===== src/rtl/div_seq_pkg.sv =====
// Shared definitions for the sequential restoring divider.
package div_seq_pkg;

  localparam int DIV_WIDTH = 32;

  // Sequencer states
  typedef enum logic [1:0] {
    DivFree   = 2'b00,
    DivByZero = 2'b01,
    DivOn     = 2'b10,
    DivEnd    = 2'b11
  } div_state_e;

  localparam logic DivResultReady    = 1'b1;
  localparam logic DivResultNotReady = 1'b0;
  localparam logic DivStart          = 1'b1;
  localparam logic DivStop           = 1'b0;

  // {remainder, quotient} bus width at the default operand width
  localparam int DivResultBus = 2 * DIV_WIDTH;

endpackage


===== src/rtl/div_step.sv =====
// One restoring-division iteration: shift {rem,dvd} left by one, trial-subtract
// the divisor, keep the difference when it is non-negative. Quotient bits shift
// into the low end of dvd, so after WIDTH steps dvd holds the quotient.
module div_step #(
  parameter int WIDTH = 32
) (
  input  logic [WIDTH-1:0] i_rem,
  input  logic [WIDTH-1:0] i_dvd,
  input  logic [WIDTH-1:0] i_dsr,
  output logic [WIDTH-1:0] o_rem,
  output logic [WIDTH-1:0] o_dvd,
  output logic             o_qbit
);

  logic [WIDTH:0] w_shift;
  logic [WIDTH:0] w_trial;

  // WIDTH+1 bits is enough: rem < divisor, so the trial lies in (-2^W, 2^W)
  always_comb begin
    w_shift = {i_rem, i_dvd[WIDTH-1]};
    w_trial = w_shift - {1'b0, i_dsr};
    o_qbit  = ~w_trial[WIDTH];
    o_rem   = o_qbit ? w_trial[WIDTH-1:0] : w_shift[WIDTH-1:0];
    o_dvd   = {i_dvd[WIDTH-2:0], o_qbit};
  end

endmodule


===== src/rtl/div_seq.sv =====
// Multi-cycle restoring divider for DIV/DIVU: one quotient bit per cycle on
// magnitudes, sign correction on the final cycle, result held until EX drops
// its request.
module div_seq
  import div_seq_pkg::*;
#(
  parameter int WIDTH = DIV_WIDTH
) (
  input  logic               clk,
  input  logic               rst,
  input  logic               start_i,
  input  logic               annul_i,
  input  logic               signed_i,
  input  logic [WIDTH-1:0]   opdata1_i,
  input  logic [WIDTH-1:0]   opdata2_i,
  output logic [2*WIDTH-1:0] result_o,
  output logic               ready_o,
  output logic               busy_o
);

  localparam int CW = $clog2(WIDTH + 1);

  div_state_e         r_state, w_state_n;
  logic [CW-1:0]      r_cnt, w_cnt_n;
  logic [WIDTH-1:0]   r_rem, w_rem_n;
  logic [WIDTH-1:0]   r_dvd, w_dvd_n;
  logic [WIDTH-1:0]   r_dsr, w_dsr_n;
  logic               r_sign1, w_sign1_n;
  logic               r_sign2, w_sign2_n;
  logic               r_signed, w_signed_n;
  logic [2*WIDTH-1:0] r_result, w_result_n;
  logic               r_ready, w_ready_n;

  logic [WIDTH-1:0]   w_abs1, w_abs2;
  logic [WIDTH-1:0]   w_step_rem, w_step_dvd;
  logic               w_step_qbit;
  logic [WIDTH-1:0]   w_quo_fix, w_rem_fix;

  div_step #(.WIDTH(WIDTH)) u_step (
    .i_rem  (r_rem),
    .i_dvd  (r_dvd),
    .i_dsr  (r_dsr),
    .o_rem  (w_step_rem),
    .o_dvd  (w_step_dvd),
    .o_qbit (w_step_qbit)
  );

  // Operand magnitudes and final sign correction; -2^(W-1) maps to itself,
  // which reads correctly as the unsigned magnitude 2^(W-1).
  always_comb begin
    w_abs1    = (signed_i && opdata1_i[WIDTH-1]) ? -opdata1_i : opdata1_i;
    w_abs2    = (signed_i && opdata2_i[WIDTH-1]) ? -opdata2_i : opdata2_i;
    w_quo_fix = (r_signed && (r_sign1 ^ r_sign2)) ? -r_dvd : r_dvd;
    w_rem_fix = (r_signed && r_sign1) ? -r_rem : r_rem;
  end

  // Next-state and registered-output logic
  always_comb begin
    w_state_n  = r_state;
    w_cnt_n    = r_cnt;
    w_rem_n    = r_rem;
    w_dvd_n    = r_dvd;
    w_dsr_n    = r_dsr;
    w_sign1_n  = r_sign1;
    w_sign2_n  = r_sign2;
    w_signed_n = r_signed;
    w_result_n = r_result;
    w_ready_n  = r_ready;
    case (r_state)
      DivFree: begin
        w_ready_n  = DivResultNotReady;
        w_result_n = '0;
        if (start_i == DivStart && !annul_i) begin
          if (opdata2_i == '0) begin
            w_state_n = DivByZero;
          end else begin
            w_state_n  = DivOn;
            w_cnt_n    = '0;
            w_rem_n    = '0;
            w_dvd_n    = w_abs1;
            w_dsr_n    = w_abs2;
            w_sign1_n  = opdata1_i[WIDTH-1];
            w_sign2_n  = opdata2_i[WIDTH-1];
            w_signed_n = signed_i;
          end
        end
      end
      DivByZero: begin
        if (annul_i) begin
          w_state_n = DivFree;
        end else begin
          w_result_n = '0;
          w_ready_n  = DivResultReady;
          w_state_n  = DivEnd;
        end
      end
      DivOn: begin
        if (annul_i) begin
          w_state_n = DivFree;
          w_ready_n = DivResultNotReady;
        end else if (r_cnt != CW'(WIDTH)) begin
          w_rem_n = w_step_rem;
          w_dvd_n = w_step_dvd;
          w_cnt_n = r_cnt + 1'b1;
        end else begin
          w_result_n = {w_rem_fix, w_quo_fix};
          w_ready_n  = DivResultReady;
          w_state_n  = DivEnd;
        end
      end
      DivEnd: begin
        if (start_i == DivStop) begin
          w_state_n  = DivFree;
          w_ready_n  = DivResultNotReady;
          w_result_n = '0;
        end
      end
      default: w_state_n = DivFree;
    endcase
  end

  // State and datapath registers; reset overrides everything, mid-op included
  always_ff @(posedge clk) begin
    if (rst) begin
      r_state  <= DivFree;
      r_cnt    <= '0;
      r_rem    <= '0;
      r_dvd    <= '0;
      r_dsr    <= '0;
      r_sign1  <= 1'b0;
      r_sign2  <= 1'b0;
      r_signed <= 1'b0;
      r_result <= '0;
      r_ready  <= DivResultNotReady;
    end else begin
      r_state  <= w_state_n;
      r_cnt    <= w_cnt_n;
      r_rem    <= w_rem_n;
      r_dvd    <= w_dvd_n;
      r_dsr    <= w_dsr_n;
      r_sign1  <= w_sign1_n;
      r_sign2  <= w_sign2_n;
      r_signed <= w_signed_n;
      r_result <= w_result_n;
      r_ready  <= w_ready_n;
    end
  end

  assign result_o = r_result;
  assign ready_o  = r_ready;
  assign busy_o   = (r_state == DivOn) || (r_state == DivByZero);

endmodule


===== config.mk =====
export PLATFORM = sky130hd
export DESIGN_NAME = div_seq
export DESIGN_NICKNAME = d
export VERILOG_FILES = /design/src/rtl/div_seq_pkg.sv /design/src/rtl/div_step.sv /design/src/rtl/div_seq.sv
export SDC_FILE = /design/constraint.sdc
export NUM_CORES = 1
export LEC_CHECK = 0
export BUFFER_PORTS_ARGS = -buffer_cell sky130_fd_sc_hd__buf_2
export CAP_MARGIN = 10
export CORE_ASPECT_RATIO = 0.75
export CORE_MARGIN = 5
export CORE_UTILIZATION = 54
export CTS_CLUSTER_SIZE = 40
export DETAILED_ROUTE_END_ITERATION = 10
export GPL_TIMING_DRIVEN = 0
export PLACE_DENSITY = 0.75
export SLEW_MARGIN = 0
export SYNTH_ARGS = -nofsm -noshare
export SYNTH_HDL_FRONTEND = slang
export SYNTH_SLANG_ARGS = --single-unit

===== constraint.sdc =====
create_clock -name clk -period 2.8 [get_ports clk]
set_input_delay 0.14 -clock clk [delete_from_list [all_inputs] [get_ports clk]]
set_output_delay 0.14 -clock clk [all_outputs]
set_load 0.005 [all_outputs]

==> metrics.md <==
| Metric | Value |
|---|---|
| Post-DP HPWL | `25.6 mm` |
| Peak supply drop | `0.000430 V` |
| Post-synth EDFFs | `0` |
| R2R setup slack | `-0.17 ns` |
| Port bufs | `134` |
| HP Class | `in -> reg` |
| Die Y | `133 um` |
| Vias in the first global route | `10.1k` |
| Seq/Total Area, Yosys | `31.5%` |
| Internal power | `0.00571 W` |
| IO Pins | `135` |
| Setup Skew | `0.0105 ns` |
| Clock sink count | `172` |
| Synth top area share | `31.5%` |
| Mapped cell area | `0.0109 mm^2` |
| CTS H-tree depth | `4` |
| Total net switching power | `0.00396 W` |
| Post-route clock period utilization | `106%` |
| 1st-iter DRT viols | `1184` |
| Final hold violation count | `0` |
| Sink of the worst hold path | `r_dsr[1]` |
| Critical path, cell by cell | `ha_1, clkbuf_1, a21oi_1, o22ai_1, nor3_2, a211oi_2, o21ai_2, a21o_1, and2_4, buf_8, nand2_1, a32o_1` |
| Synth Flop Type | `dfxtp_1` |
| YS warnings | `0` |
| Die area | `0.0232 mm^2` |
| Fmax achieved | `336 MHz` |
| Worst slew margin | `38.4%` |
| All-Layer GR Usage | `28.1%` |
| GP Congestion | `0.945` |
| Crit path max fanout | `8` |
| # setup viols final | `33` |
| Top post-synthesis cells by area | `dfxtp_1, nor2_1, xnor2_1, nand2_1, xor2_1` |
| Failing checks | `setup timing` |
| Critical path required time | `3.13 ns` |
| Initial Util | `54.4%` |
| Leak | `5.46 nW` |
| Slew Viols, Final | `0` |
| Power Density | `727 mW/mm^2` |
| Crit path kind | `reg -> reg` |
| RSZ-0062 raised after global routing | `yes` |
| Unique masters post-synth | `73` |
| Worst-skew pair later-pin latency | `0.44 ns` |
| Filler Cell Count | `1669` |
| # rows | `45` |
| Post-route setup slack | `-0.173 ns` |
| DRC Markers | `0` |
| Nets | `1724` |
| Worst Hold Depth | `3` |
| Die Wd | `174 um` |
| Max_cap viols | `0` |
| Reg2reg start | `r_rem[12]` |
| Crit path launch type | `flip-flop` |
| Clk root buf | `clkbuf_16` |
| Seq pwr share | `31.5%` |
| # diodes | `0` |
| Sw frac | `41.0%` |
| Slew @ Worst Pin | `0.923 ns` |
| Status | `finished, violations left` |
| CTS max path bufs | `2` |
| Syn_area_per_cell | `7.68 um^2` |
| Async set-or-reset flop fraction in the synthesized netlist | `0%` |
| Largest net degree at the start of global routing | `18` |
| Clk slew on worst S/H paths | `0.07 ns` |
| Post-Route WL | `34.2 mm` |
| Worst Path Arrival | `3.30 ns` |
| Drt pass-1 iters | `8` |
| CTS tree | `yes` |
| Inserted Clock Buffers | `17` |
| Cell taking the most area after synthesis | `dfxtp_1` |
| Core Util, Final | `66.2%` |
| DR vias/cell | `5.91` |
| Initial antenna violation count | `0` |
| Comb pwr share | `43.9%` |
| DR WL/cell | `18.2 um` |
| Post-route ant nets | `0` |
| GRT overflow | `0` |
| Crit-path slowest cell | `dfxtp_1` |
| Cells on worst reg2reg path | `12` |
| Routed via count | `11.1k` |
| FF-to-FF End | `r_rem[1]` |
| Post-Syn Instances | `1425` |
| Core footprint | `0.0201 mm^2` |
| Area growth syn-to-layout | `21.6%` |
| Share of cells above drive strength 1 | `19.5%` |
| Flops & latches, synth | `172` |
| First-pass GRT wire length | `53.7 mm` |
| Worst setup EP type | `flip-flop` |
| Total power | `0.00967 W` |
| Clock power share | `24.6%` |
| Hold_sp | `opdata2_i[1]` |
| Worst stage delay on the critical path | `0.52 ns` |
| Synth Net Count | `1538` |
| Tmin final | `2.97 ns` |
kinds of logic (layout without fill, tap and decap cells):
kind of cell	Yosys count	in the layout	synth area share (%)
XOR/XNOR	144	144	11.5
AO/OA/AOI/OAI	404	404	23.6
multiplexers	28	28	2.58
adder cells (fa/ha/maj)	44	44	5.10
AND/OR/NAND/NOR	494	494	20.7
flip-flops	172	172	31.5
buffers and inverters	139	338	4.97
metrics by stage:
stage	TNS [ns]	cell area [um^2]	setup WS (ns)	std cells	hold slack [ns]
after floorplan	0	11000	0.00720	1425	0.287
after global placement	-15.62	12000	-0.563	1817	0.438
after detailed placement	-17.05	12000	-0.596	1817	0.445
after CTS	-3.92	13100	-0.193	1874	0.00211
after global routing	-8.25	13300	-0.315	1882	0.0280
final	-3.73	13300	-0.173	1882	0.0124
per-layer routing:
layer | routed length [um] | global-route usage (%) | share of wire (%)
met5 | 0 | 0 | 0
met3 | 4050 | 8.62 | 12
met1 | 16400 | 43.4 | 48
met4 | 437 | 6.20 | 1.3
met2 | 13300 | 38.0 | 39
final cells by class:
cell class	count	area [um^2]	area share [%]
well taps	258	323	2.43
clock buffers	18	439	3.30
clock inverters	14	148	1.11
multi-input cells	1114	7330	55.1
repair buffers	171	1000	7.52
plain buffers	74	360	2.71
inverters	61	233	1.75
flip-flops and latches	172	3470	26.1
synthesized netlist by cell type (all sizes together), types with 7 or more instances:
master,number
nor3,25
nor4,15
nand2,170
and2,10
nand3,19
a22oi,48
o31ai,24
buf,14
nand2b,7
clkbuf,64
xnor2,76
a21o,16
mux2i,26
or4,7
a21oi,109
inv,61
a31oi,15
o21ai,97
or3,15
a211oi,37
dfxtp,172
nor2b,10
a22o,13
nor2,185
xor2,68
nand3b,7
ha,43
power by group through the flow:
stage | logic, W | registers, W | clock network, W
after floorplan | 0.00260 | 0.00293 | 0
after global placement | 0.00334 | 0.00305 | 0
after detailed placement | 0.00340 | 0.00306 | 0
after CTS | 0.00386 | 0.00302 | 0.00240
after global routing | 0.00461 | 0.00307 | 0.00250
final | 0.00424 | 0.00305 | 0.00238
worst max-delay path: cells and delay by family (launching register included):
family | cells | cell delay, ns
and+or+nand+nor | 3 | 0.57
AOI/OAI and AO/OA | 6 | 1.12
DFF | 1 | 0.52
buffers and inverters | 2 | 0.35
adders and majority gates | 1 | 0.29
repair_timing:
item                                    CTS  global route
gates resized for setup                  95            44
gates cloned                              2             0
pin swaps                                28            35
buffers inserted                         24            11
endpoints found under the setup margin   40           127
hold buffers                              0             0
flip-flops by register name (all words and copies together) (netlist names):
register  cells
r_dsr        32
r_rem        32
r_sign2       1
r_signed      1
r_dvd        32
r_state       2
ready_o       1
r_cnt         6
result_o     64
r_sign1       1
layout by cell type (no fill, tap or decap), drive strengths merged, types with 16 or more instances in the layout:
| master | n |
|---|---|
| a211oi | 37 |
| a21o | 16 |
| a21oi | 109 |
| a22oi | 48 |
| buf | 183 |
| clkbuf | 80 |
| dfxtp | 172 |
| ha | 43 |
| inv | 69 |
| mux2i | 26 |
| nand2 | 170 |
| nand3 | 19 |
| nor2 | 185 |
| nor3 | 25 |
| o21ai | 97 |
| o31ai | 24 |
| xnor2 | 76 |
| xor2 | 68 |
how the worst max path moves through the flow:
stage | from | to | depth (start not counted)
after floorplan | r_rem[16] | r_rem[31] | 12
after global placement | r_rem[0] | r_rem[28] | 13
after detailed placement | r_rem[0] | r_rem[28] | 13
after CTS | r_dsr[1] | r_rem[31] | 12
after global routing | r_dsr[1] | r_rem[31] | 12
final | r_rem[12] | r_rem[1] | 12
Note: power is estimated with default switching activity, not from simulation.
